## config.mk

```make
export PLATFORM = sky130hd
export DESIGN_NAME = display_update_ctrl
export DESIGN_NICKNAME = d
export VERILOG_FILES = /design/src/rtl/display_update_ctrl.sv
export SDC_FILE = /design/constraint.sdc
export NUM_CORES = 1
export LEC_CHECK = 0
export ABC_AREA = 1
export CORE_AREA = 2 2 67 69
export DETAILED_ROUTE_END_ITERATION = 8
export DIE_AREA = 0 0 69 71
export GPL_TIMING_DRIVEN = 0
export PLACE_DENSITY = 0.83
export REMOVE_ABC_BUFFERS = 1
export SLEW_MARGIN = 25
export SYNTH_ARGS = -nofsm -noshare
export SYNTH_HDL_FRONTEND = slang
export SYNTH_SLANG_ARGS = --single-unit
```

## constraint.sdc

```tcl
create_clock -name i_clk -period 3.7 [get_ports i_clk]
set_input_delay 0.555 -clock i_clk [delete_from_list [all_inputs] [get_ports i_clk]]
set_output_delay 0.555 -clock i_clk [all_outputs]
set_load 0.005 [all_outputs]
```

## src/rtl/display_update_ctrl.sv

```systemverilog
// Sequencer between the clock core and the MAX7219 output stage: startup and periodic config writes,
// change/force-driven digit updates, stable snapshot during transfers. Optional ack watchdog: DISPLAY_UPDATE_WATCHDOG_EN.
module display_update_ctrl #(
    parameter int STARTUP_CYCLES = 16,
    parameter int CONFIG_PERIOD  = 8,
    parameter int TIMEOUT_CYCLES = 1024
) (
    input  logic       i_clk,
    input  logic       i_reset_n,
    input  logic [4:0] i_hours,
    input  logic [5:0] i_minutes,
    input  logic [5:0] i_seconds,
    input  logic [5:0] i_dp,
    input  logic       i_force,
    output logic       o_stb,
    output logic       o_write_config,
    input  logic       i_busy,
    input  logic       i_ack,
    output logic [4:0] o_hours,
    output logic [5:0] o_minutes,
    output logic [5:0] o_seconds,
    output logic [5:0] o_dp,
    output logic       o_ready
);

    localparam logic [2:0] ST_STARTUP   = 3'd0;
    localparam logic [2:0] ST_CFG_REQ   = 3'd1;
    localparam logic [2:0] ST_CFG_WAIT  = 3'd2;
    localparam logic [2:0] ST_DATA_REQ  = 3'd3;
    localparam logic [2:0] ST_DATA_WAIT = 3'd4;
    localparam logic [2:0] ST_IDLE      = 3'd5;

    localparam logic [7:0] STARTUP_LAST = 8'(STARTUP_CYCLES - 1);
    localparam logic [7:0] PERIOD_LAST  = 8'(CONFIG_PERIOD - 1);

    logic [2:0]  state_q, state_d;
    logic [7:0]  startup_cnt_q, startup_cnt_d;
    logic [7:0]  upd_cnt_q, upd_cnt_d;
    logic        force_pend_q, force_pend_d;
    logic        stb_q, stb_d;
    logic        wcfg_q, wcfg_d;
    logic [22:0] snap_q, snap_d;
    logic [22:0] live;

    assign live = {i_hours, i_minutes, i_seconds, i_dp};

`ifdef DISPLAY_UPDATE_WATCHDOG_EN
    localparam int WD_W = $clog2(TIMEOUT_CYCLES + 1);
    localparam logic [WD_W-1:0] WD_LAST = WD_W'(TIMEOUT_CYCLES - 1);

    logic [WD_W-1:0] wd_cnt_q, wd_cnt_d;
    logic            in_wait;

    assign in_wait = (state_q == ST_CFG_WAIT) || (state_q == ST_DATA_WAIT);
`else
    logic unused_timeout_cfg;
    assign unused_timeout_cfg = |TIMEOUT_CYCLES;
`endif

    always_comb begin
        state_d       = state_q;
        startup_cnt_d = startup_cnt_q;
        upd_cnt_d     = upd_cnt_q;
        // A force outside IDLE is remembered; in IDLE it acts directly.
        force_pend_d  = force_pend_q | (i_force && (state_q != ST_IDLE));
        stb_d         = 1'b0;
        wcfg_d        = 1'b0;
        snap_d        = snap_q;
        case (state_q)
            ST_STARTUP: begin
                if (startup_cnt_q >= STARTUP_LAST) state_d = ST_CFG_REQ;
                else                               startup_cnt_d = startup_cnt_q + 8'd1;
            end
            ST_CFG_REQ: begin
                if (!i_busy) begin
                    stb_d   = 1'b1;
                    wcfg_d  = 1'b1;
                    state_d = ST_CFG_WAIT;
                end
            end
            ST_CFG_WAIT: begin
                if (i_ack) state_d = ST_DATA_REQ;
            end
            ST_DATA_REQ: begin
                if (!i_busy) begin
                    stb_d   = 1'b1;
                    snap_d  = live;
                    state_d = ST_DATA_WAIT;
                end
            end
            ST_DATA_WAIT: begin
                if (i_ack) begin
                    if (upd_cnt_q >= PERIOD_LAST) begin
                        upd_cnt_d = 8'd0;
                        state_d   = ST_CFG_REQ;
                    end else begin
                        upd_cnt_d = upd_cnt_q + 8'd1;
                        state_d   = ST_IDLE;
                    end
                end
            end
            ST_IDLE: begin
                if ((live != snap_q) || force_pend_q || i_force) begin
                    force_pend_d = 1'b0;
                    state_d      = ST_DATA_REQ;
                end
            end
            default: state_d = ST_STARTUP;
        endcase

`ifdef DISPLAY_UPDATE_WATCHDOG_EN
        // Counter is held at zero outside the WAIT states, so it restarts on every entry.
        wd_cnt_d = in_wait ? wd_cnt_q + WD_W'(1) : '0;
        if (in_wait && !i_ack && (wd_cnt_q >= WD_LAST)) begin
            wd_cnt_d     = '0;
            upd_cnt_d    = 8'd0;
            force_pend_d = 1'b1;
            state_d      = ST_CFG_REQ;
        end
`endif
    end

    always_ff @(posedge i_clk) begin
        if (!i_reset_n) begin
            state_q       <= ST_STARTUP;
            startup_cnt_q <= 8'd0;
            upd_cnt_q     <= 8'd0;
            force_pend_q  <= 1'b0;
            stb_q         <= 1'b0;
            wcfg_q        <= 1'b0;
            snap_q        <= '0;
`ifdef DISPLAY_UPDATE_WATCHDOG_EN
            wd_cnt_q      <= '0;
`endif
        end else begin
            state_q       <= state_d;
            startup_cnt_q <= startup_cnt_d;
            upd_cnt_q     <= upd_cnt_d;
            force_pend_q  <= force_pend_d;
            stb_q         <= stb_d;
            wcfg_q        <= wcfg_d;
            snap_q        <= snap_d;
`ifdef DISPLAY_UPDATE_WATCHDOG_EN
            wd_cnt_q      <= wd_cnt_d;
`endif
        end
    end

    assign o_stb          = stb_q;
    assign o_write_config = wcfg_q;
    assign {o_hours, o_minutes, o_seconds, o_dp} = snap_q;
    assign o_ready        = (state_q == ST_IDLE);

endmodule

```

==> flow_summary.yaml, run 1 <==
critical_path:
  crit_required_ps: 3140
  r2r_slack_ps: 2110
  r2r-start: "state_q[0]"
  cp-end-kind: "output port"
  r2r_cells: 8
  critPathArrivalTime_ps: 1500
  crit_fanout: 7
  path_class: "flop to output port"
  rr_endpoint: "snap_q[4]"
  cp-start-kind: "flop"
logic_synthesis:
  synth-simple-area-share_pct: 29.1
  synthTopCellsByArea: "dfxtp_1 (43%), nor2_1 (9.9%), nand2_1 (9.6%)"
  synthAdderAreaFrac_pct: 1.18
  seq_area_frac_synth_pct: 42.6
  synth.top_cell.area_share_pct: 42.6
  ys.flop_type: "dfxtp_1"
  synth_common_cells: "nor2_1 (56), nand2_1 (54), dfxtp_1 (45)"
  netlist_area_mm2: 0.00212
  synthMuxAreaShare_pct: 0
  synth.distinct_cells: 29
  synth_top_family_by_area: "simple AND/OR/NAND/NOR gates"
  synth_edf_count: 0
  yosys.area_share.xor_xnor_pct: 4.55
  syn_area_per_cell_um2: 7.08
  synth-seq-cells: 45
  yosys.area.top_type: "dfxtp_1"
  yosysWarnings: 0
  syn_inst: 299
  synth_compound_area_share_pct: 12.4
  synth_most_common_cell: "nor2_1"
  async_flop_share_pct: 0
sta:
  setup_viol: 0
  fmaxAchievable_mhz: 486
  tns_ps: 0
  finalCriticalPeriod_ps: 2060
  slew_viol_final: 0
  rsz0062_at_grt: "no"
  fin_crit_sh_pct: 55.6
  fin_worst_skew_ps: 4.87
  relSlewSlack_pct: 61.8
  timing.hold.ws_ps: 428
  hold_viol_final: 0
  worstMarginPinSlew_ps: 573
  worst_slack_ps: 1640
min_path:
  worstHoldStart: "startup_cnt_q[5]"
  min_to: "startup_cnt_q[5]"
  whs_path_depth: 2
  hp-class: "flop to flop"
global_routing:
  gr-total-overflow: 0
  track_usage_pct: 18.3
  grt_start_max_net_pins: 36
  grt_first_pass_wirelength_um: 7400
  antenna_found_initial: 0
  grt_pass1_vias: 1843
clock_network:
  cts_resized: 0
  cts_setup_buffers: 0
  ctsHtreeMaxLevel: 2
  clk_pin_slew_ps: 80
  cts-root-buf: "clkbuf_8"
  cts.path.max_buffers: 2
  cts.sinks: 45
  cts_made_buffers: 5
  tritoncts: "yes"
  clock_latency_ps: 290
  postCtsHoldBufs: 0
routing:
  vias: 1977
  route.antenna.remaining_nets: 0
  via_per_inst: 4.89
  wl_per_cell_um: 10.5
  firstDrtPassIters: 5
  first_iter_violations: 86
  drt_wl_total_um: 4240
  drc: 0
placed_design:
  dp_slack_ps: 1610
  post-dp-hpwl_um: 3060
  io_buffers: 53
  place_area_mm2: 0.00265
  place_congestion: 0.757
layout:
  diodes: 0
  seq_area_um2: 901
  fin_nets: 381
  fill_cells: 390
  stdcell_area_mm2: 0.00273
  utilization_pct: 64.8
  layout-drive-gt1-share_pct: 5.97
  syn_to_final_growth_pct: 28.8
  multi_input_area_um2: 998
floorplan:
  rows: 24
  start_util_pct: 50.3
  coreArea_mm2: 0.00420
  design.die.area_mm2: 0.00490
  die_w_um: 69
  die_h_um: 71
  io_pins: 54
job:
  drv_cap: 0
power_and_ir_drop:
  p_leak_nw: 1.16
  max-vdd-ir-drop_mv: 0.254
  p_per_area_mw_per_mm2: 479
outcome:
  status: "completed"
## per-stage QoR
step | power (mW) | cells
after floorplan | 0.883 | 291
after global placement | 1.01 | 396
after detailed placement | 1.03 | 396
after CTS | 1.32 | 404
after global routing | 1.40 | 404
final | 1.31 | 404
## flip-flops by register name, indices dropped and copies added (netlist names)
signal	cells
startup_cnt_q	8
o_stb	1
snap_q	23
o_write_config	1
force_pend_q	1
upd_cnt_q	8
state_q	3
## worst max path at each step
| stage | startpoint | end | slack (ps) | cells after the start |
|---|---|---|---|---|
| CTS | state_q[0] | o_ready | 1620 | 3 |
| detailed placement | i_busy | snap_q[4] | 1610 | 6 |
| global route | state_q[2] | o_ready | 1550 | 3 |
| floorplan | i_force | state_q[0] | 2320 | 8 |
| finish | state_q[0] | o_ready | 1640 | 3 |
| global placement | i_reset_n | o_write_config | 1040 | 3 |
## area by class of cell
class / count / area share (%)
multi-input combinational: 205 / 36.6
sequential: 45 / 33.1
timing repair buffer: 53 / 19.3
inverter: 41 / 5.69
clock buffer: 8 / 2.94
tap: 52 / 2.39
## layer usage
| layer | global-route usage [%] | up-vias | wire (um) |
|---|---|---|---|
| li1 | - | 1037 | - |
| met1 | 19.4 | 892 | 1810 |
| met2 | 34.1 | 42 | 2050 |
| met3 | 6.84 | 6 | 325 |
| met4 | 5.23 | 0 | 51 |
| met5 | 0 | - | 0 |
## report_power, final
group	leakage [nW]	internal (mW)	total [mW]	switching [mW]
Combinational	0.754	0.187	0.422	0.235
Clock	0.0395	0.134	0.291	0.157
Sequential	0.365	0.539	0.593	0.0543
Total	1.16	0.860	1.31	0.446
## logic make-up (layout without fill, tap and decap cells)
family | after synthesis | in the layout
AOI/OAI and AO/OA | 51 | 51
xor gates and xnor gates | 11 | 11
adders and majority gates | 2 | 2
buffers and inverters | 49 | 102
DFF | 45 | 45
and+or+nand+nor | 141 | 141
## cells in the final DEF (no fill, tap or decap), types with 4 or more instances in the layout
cell,instances
inv_1,37
o21ai_1,7
clkdlybuf4s50_1,52
nand3_1,8
nand2_1,54
o21ai_0,21
clkbuf_8,5
xnor2_1,4
a21oi_1,20
xor2_1,7
nor2_1,56
nor3_1,8
dfxtp_1,45
## worst max-delay path, cell delays in order (launching register included)
cell             delay [ps]
dfxtp_1                 470
inv_2                    90
nor2_4                  140
clkdlybuf4s50_1         510
No activity file was read; power rests on OpenSTA's default activity.
==> run 2: changes to the inputs <==
- CORE_AREA: 2 2 67 69 -> 2 2 73 75
- DIE_AREA: 0 0 69 71 -> 0 0 75 77
- PLACE_DENSITY: 0.83 -> 0.74
- clock period: 3.7 -> 1.8 ns (I/O delays scaled with it)
==> run 2 against run 1 <==
Non-clock buffer count grew 1. Flip-flop and latch count stayed put. Combinational power increased by 110%. Hold slack got worse by 1.3 ps. Die area is 18% higher. Critical endpoint is now snap_q[4]. Highest routed layer unchanged.
==> flow_summary.yaml, run 2 (same netlist as run 1, synthesis figures left out) <==
critical_path:
  cp-end-kind: "flop"
  path_cells: "inv_2 > nor2_2 > inv_2 > nor2_4 > nand2_4 > clkinv_2 > o21ai_0 > a21oi_1"
  cp_num_cells: 8
  cp_slowest_cell: "dfxtp_2"
  r2r_cells: 8
  cp-start-kind: "flop"
  crit_required_ps: 1990
  cp_num_buf_inv: 3
  critical-path-top-delay-family: "buffers and inverters"
  critPathArrivalTime_ps: 1770
  crit_fanout: 33
  max_stage_delay_ps: 370
  path_class: "flop to flop"
  critPathMostFrequentCell: "inv_2"
sta:
  worstMarginPinSlew_ps: 604
  timing.hold.ws_ps: 427
  relSlewSlack_pct: 59.7
  hold_viol_final: 0
  tns_ps: 0
  fmaxAchievable_mhz: 634
  setup_viol: 0
  finalCriticalPeriod_ps: 1580
  fin_worst_skew_ps: 10.4
  rsz0062_at_grt: "no"
  worst_slack_ps: 223
  slew_viol_final: 0
  fin_crit_sh_pct: 87.6
clock_network:
  clock_latency_ps: 300
  cts-root-buf: "clkbuf_8"
  ctsHtreeMaxLevel: 2
  clk_pin_slew_ps: 80
  cts.sinks: 45
  tritoncts: "yes"
  cts.path.max_buffers: 2
  cts_made_buffers: 5
  postCtsHoldBufs: 0
layout:
  layout-drive-gt1-share_pct: 7.93
  layout_commonest_cell: "nor2_1"
  diodes: 0
  final_cell_count_no_fill: 423
  fin_nets: 382
  largest_registers: "snap_q (23), startup_cnt_q (8), upd_cnt_q (8)"
  layout_common_cells: "nor2_1 (56), nand2_1 (54), clkdlybuf4s50_1 (51)"
  largest_reg_flops: 23
  syn_to_final_growth_pct: 32.4
  regMostFlops: "snap_q"
floorplan:
  die_h_um: 77
  coreArea_mm2: 0.00498
  design.die.area_mm2: 0.00578
  rows: 26
  start_util_pct: 42.5
  die_w_um: 75
  io_pins: 54
routing:
  via_per_inst: 4.64
  first_iter_violations: 60
  drt_wl_total_um: 4330
  vias: 1961
  firstDrtPassIters: 4
  drc: 0
  route.antenna.remaining_nets: 0
  wl_per_cell_um: 10.2
placed_design:
  io_buffers: 53
  post-dp-hpwl_um: 3000
  dp_slack_ps: -64.2
  dp.cells: 414
  place_congestion: 0.753
min_path:
  whs_path_depth: 2
  hp-class: "flop to flop"
global_routing:
  grt_pass1_vias: 1768
  grt_start_max_net_pins: 36
  track_usage_pct: 16.3
  antenna_found_initial: 0
  gr-total-overflow: 0
  grt_first_pass_wirelength_um: 7440
power_and_ir_drop:
  max-vdd-ir-drop_mv: 0.485
  p_per_area_mw_per_mm2: 1030
  p_leak_nw: 1.20
  fin_total_pwr_mw: 2.89
outcome:
  status: "completed"
job:
  drv_cap: 0
-- run 2: changes by cell type in the layout (fill, tap and decap cells not counted), sizes merged --
| cell | delta |
|---|---|
| clkinvlp | +1 |
| bufinv | +1 |
| clkdlybuf4s50 | -1 |
| clkbuf | -2 |
| dlymetal6s2s | +1 |
| buf | +1 |
-- run 2: final timing paths --
check	startpoint	to	slack, ps
max	state_q[0]	snap_q[4]	220
min reg2reg	startup_cnt_q[5]	startup_cnt_q[5]	430
min	startup_cnt_q[5]	startup_cnt_q[5]	430
max reg2reg	state_q[0]	snap_q[4]	220
-- run 2: through the flow --
stage          utilization (%)  area (um2)
6_report                  56.3        2800
3_5_place_dp              53.6        2670
5_1_grt                   56.3        2800
2_1_floorplan                -        2050
4_1_cts                   56.1        2790
3_3_place_gp              53.7        2670
-- run 2: what timing repair did --
action / in CTS / in global routing
setup endpoints to repair: 1 / 1
buffers inserted: 0 / 1
cloned: 0 / 0
gates resized for setup: 2 / 2
pin swaps: 0 / 0
-- run 2: area by class of cell --
cell class	instances	area, um2
Tap cell	70	87.6
Clock inverter	2	37.5
Clock buffer	6	82.6
Sequential cell	45	905
Multi-Input combinational cell	205	998
Timing Repair Buffer	54	536
Inverter	41	155
Fill cell	463	2180
-- run 2: worst register-to-register path, cell delays in order (launching register included) --
cell and delay [ps]:
dfxtp_2 370, inv_2 90, nor2_2 40, inv_2 90, nor2_4 50, nand2_4 270
clkinv_2 290, o21ai_0 210, a21oi_1 50
-- run 2: metal layers --
layer	global-route usage [%]	vias to the layer above	share of wire, %
met2	26.3	46	45
met1	18.7	866	45
li1	-	1044	-
met5	0	-	0
met4	6.25	0	1.5
met3	6.96	5	8.3
-- run 2: power breakdown --
part           internal (mW)  switching [mW]
logic                  0.394           0.477
clock network          0.451           0.343
registers               1.12           0.113
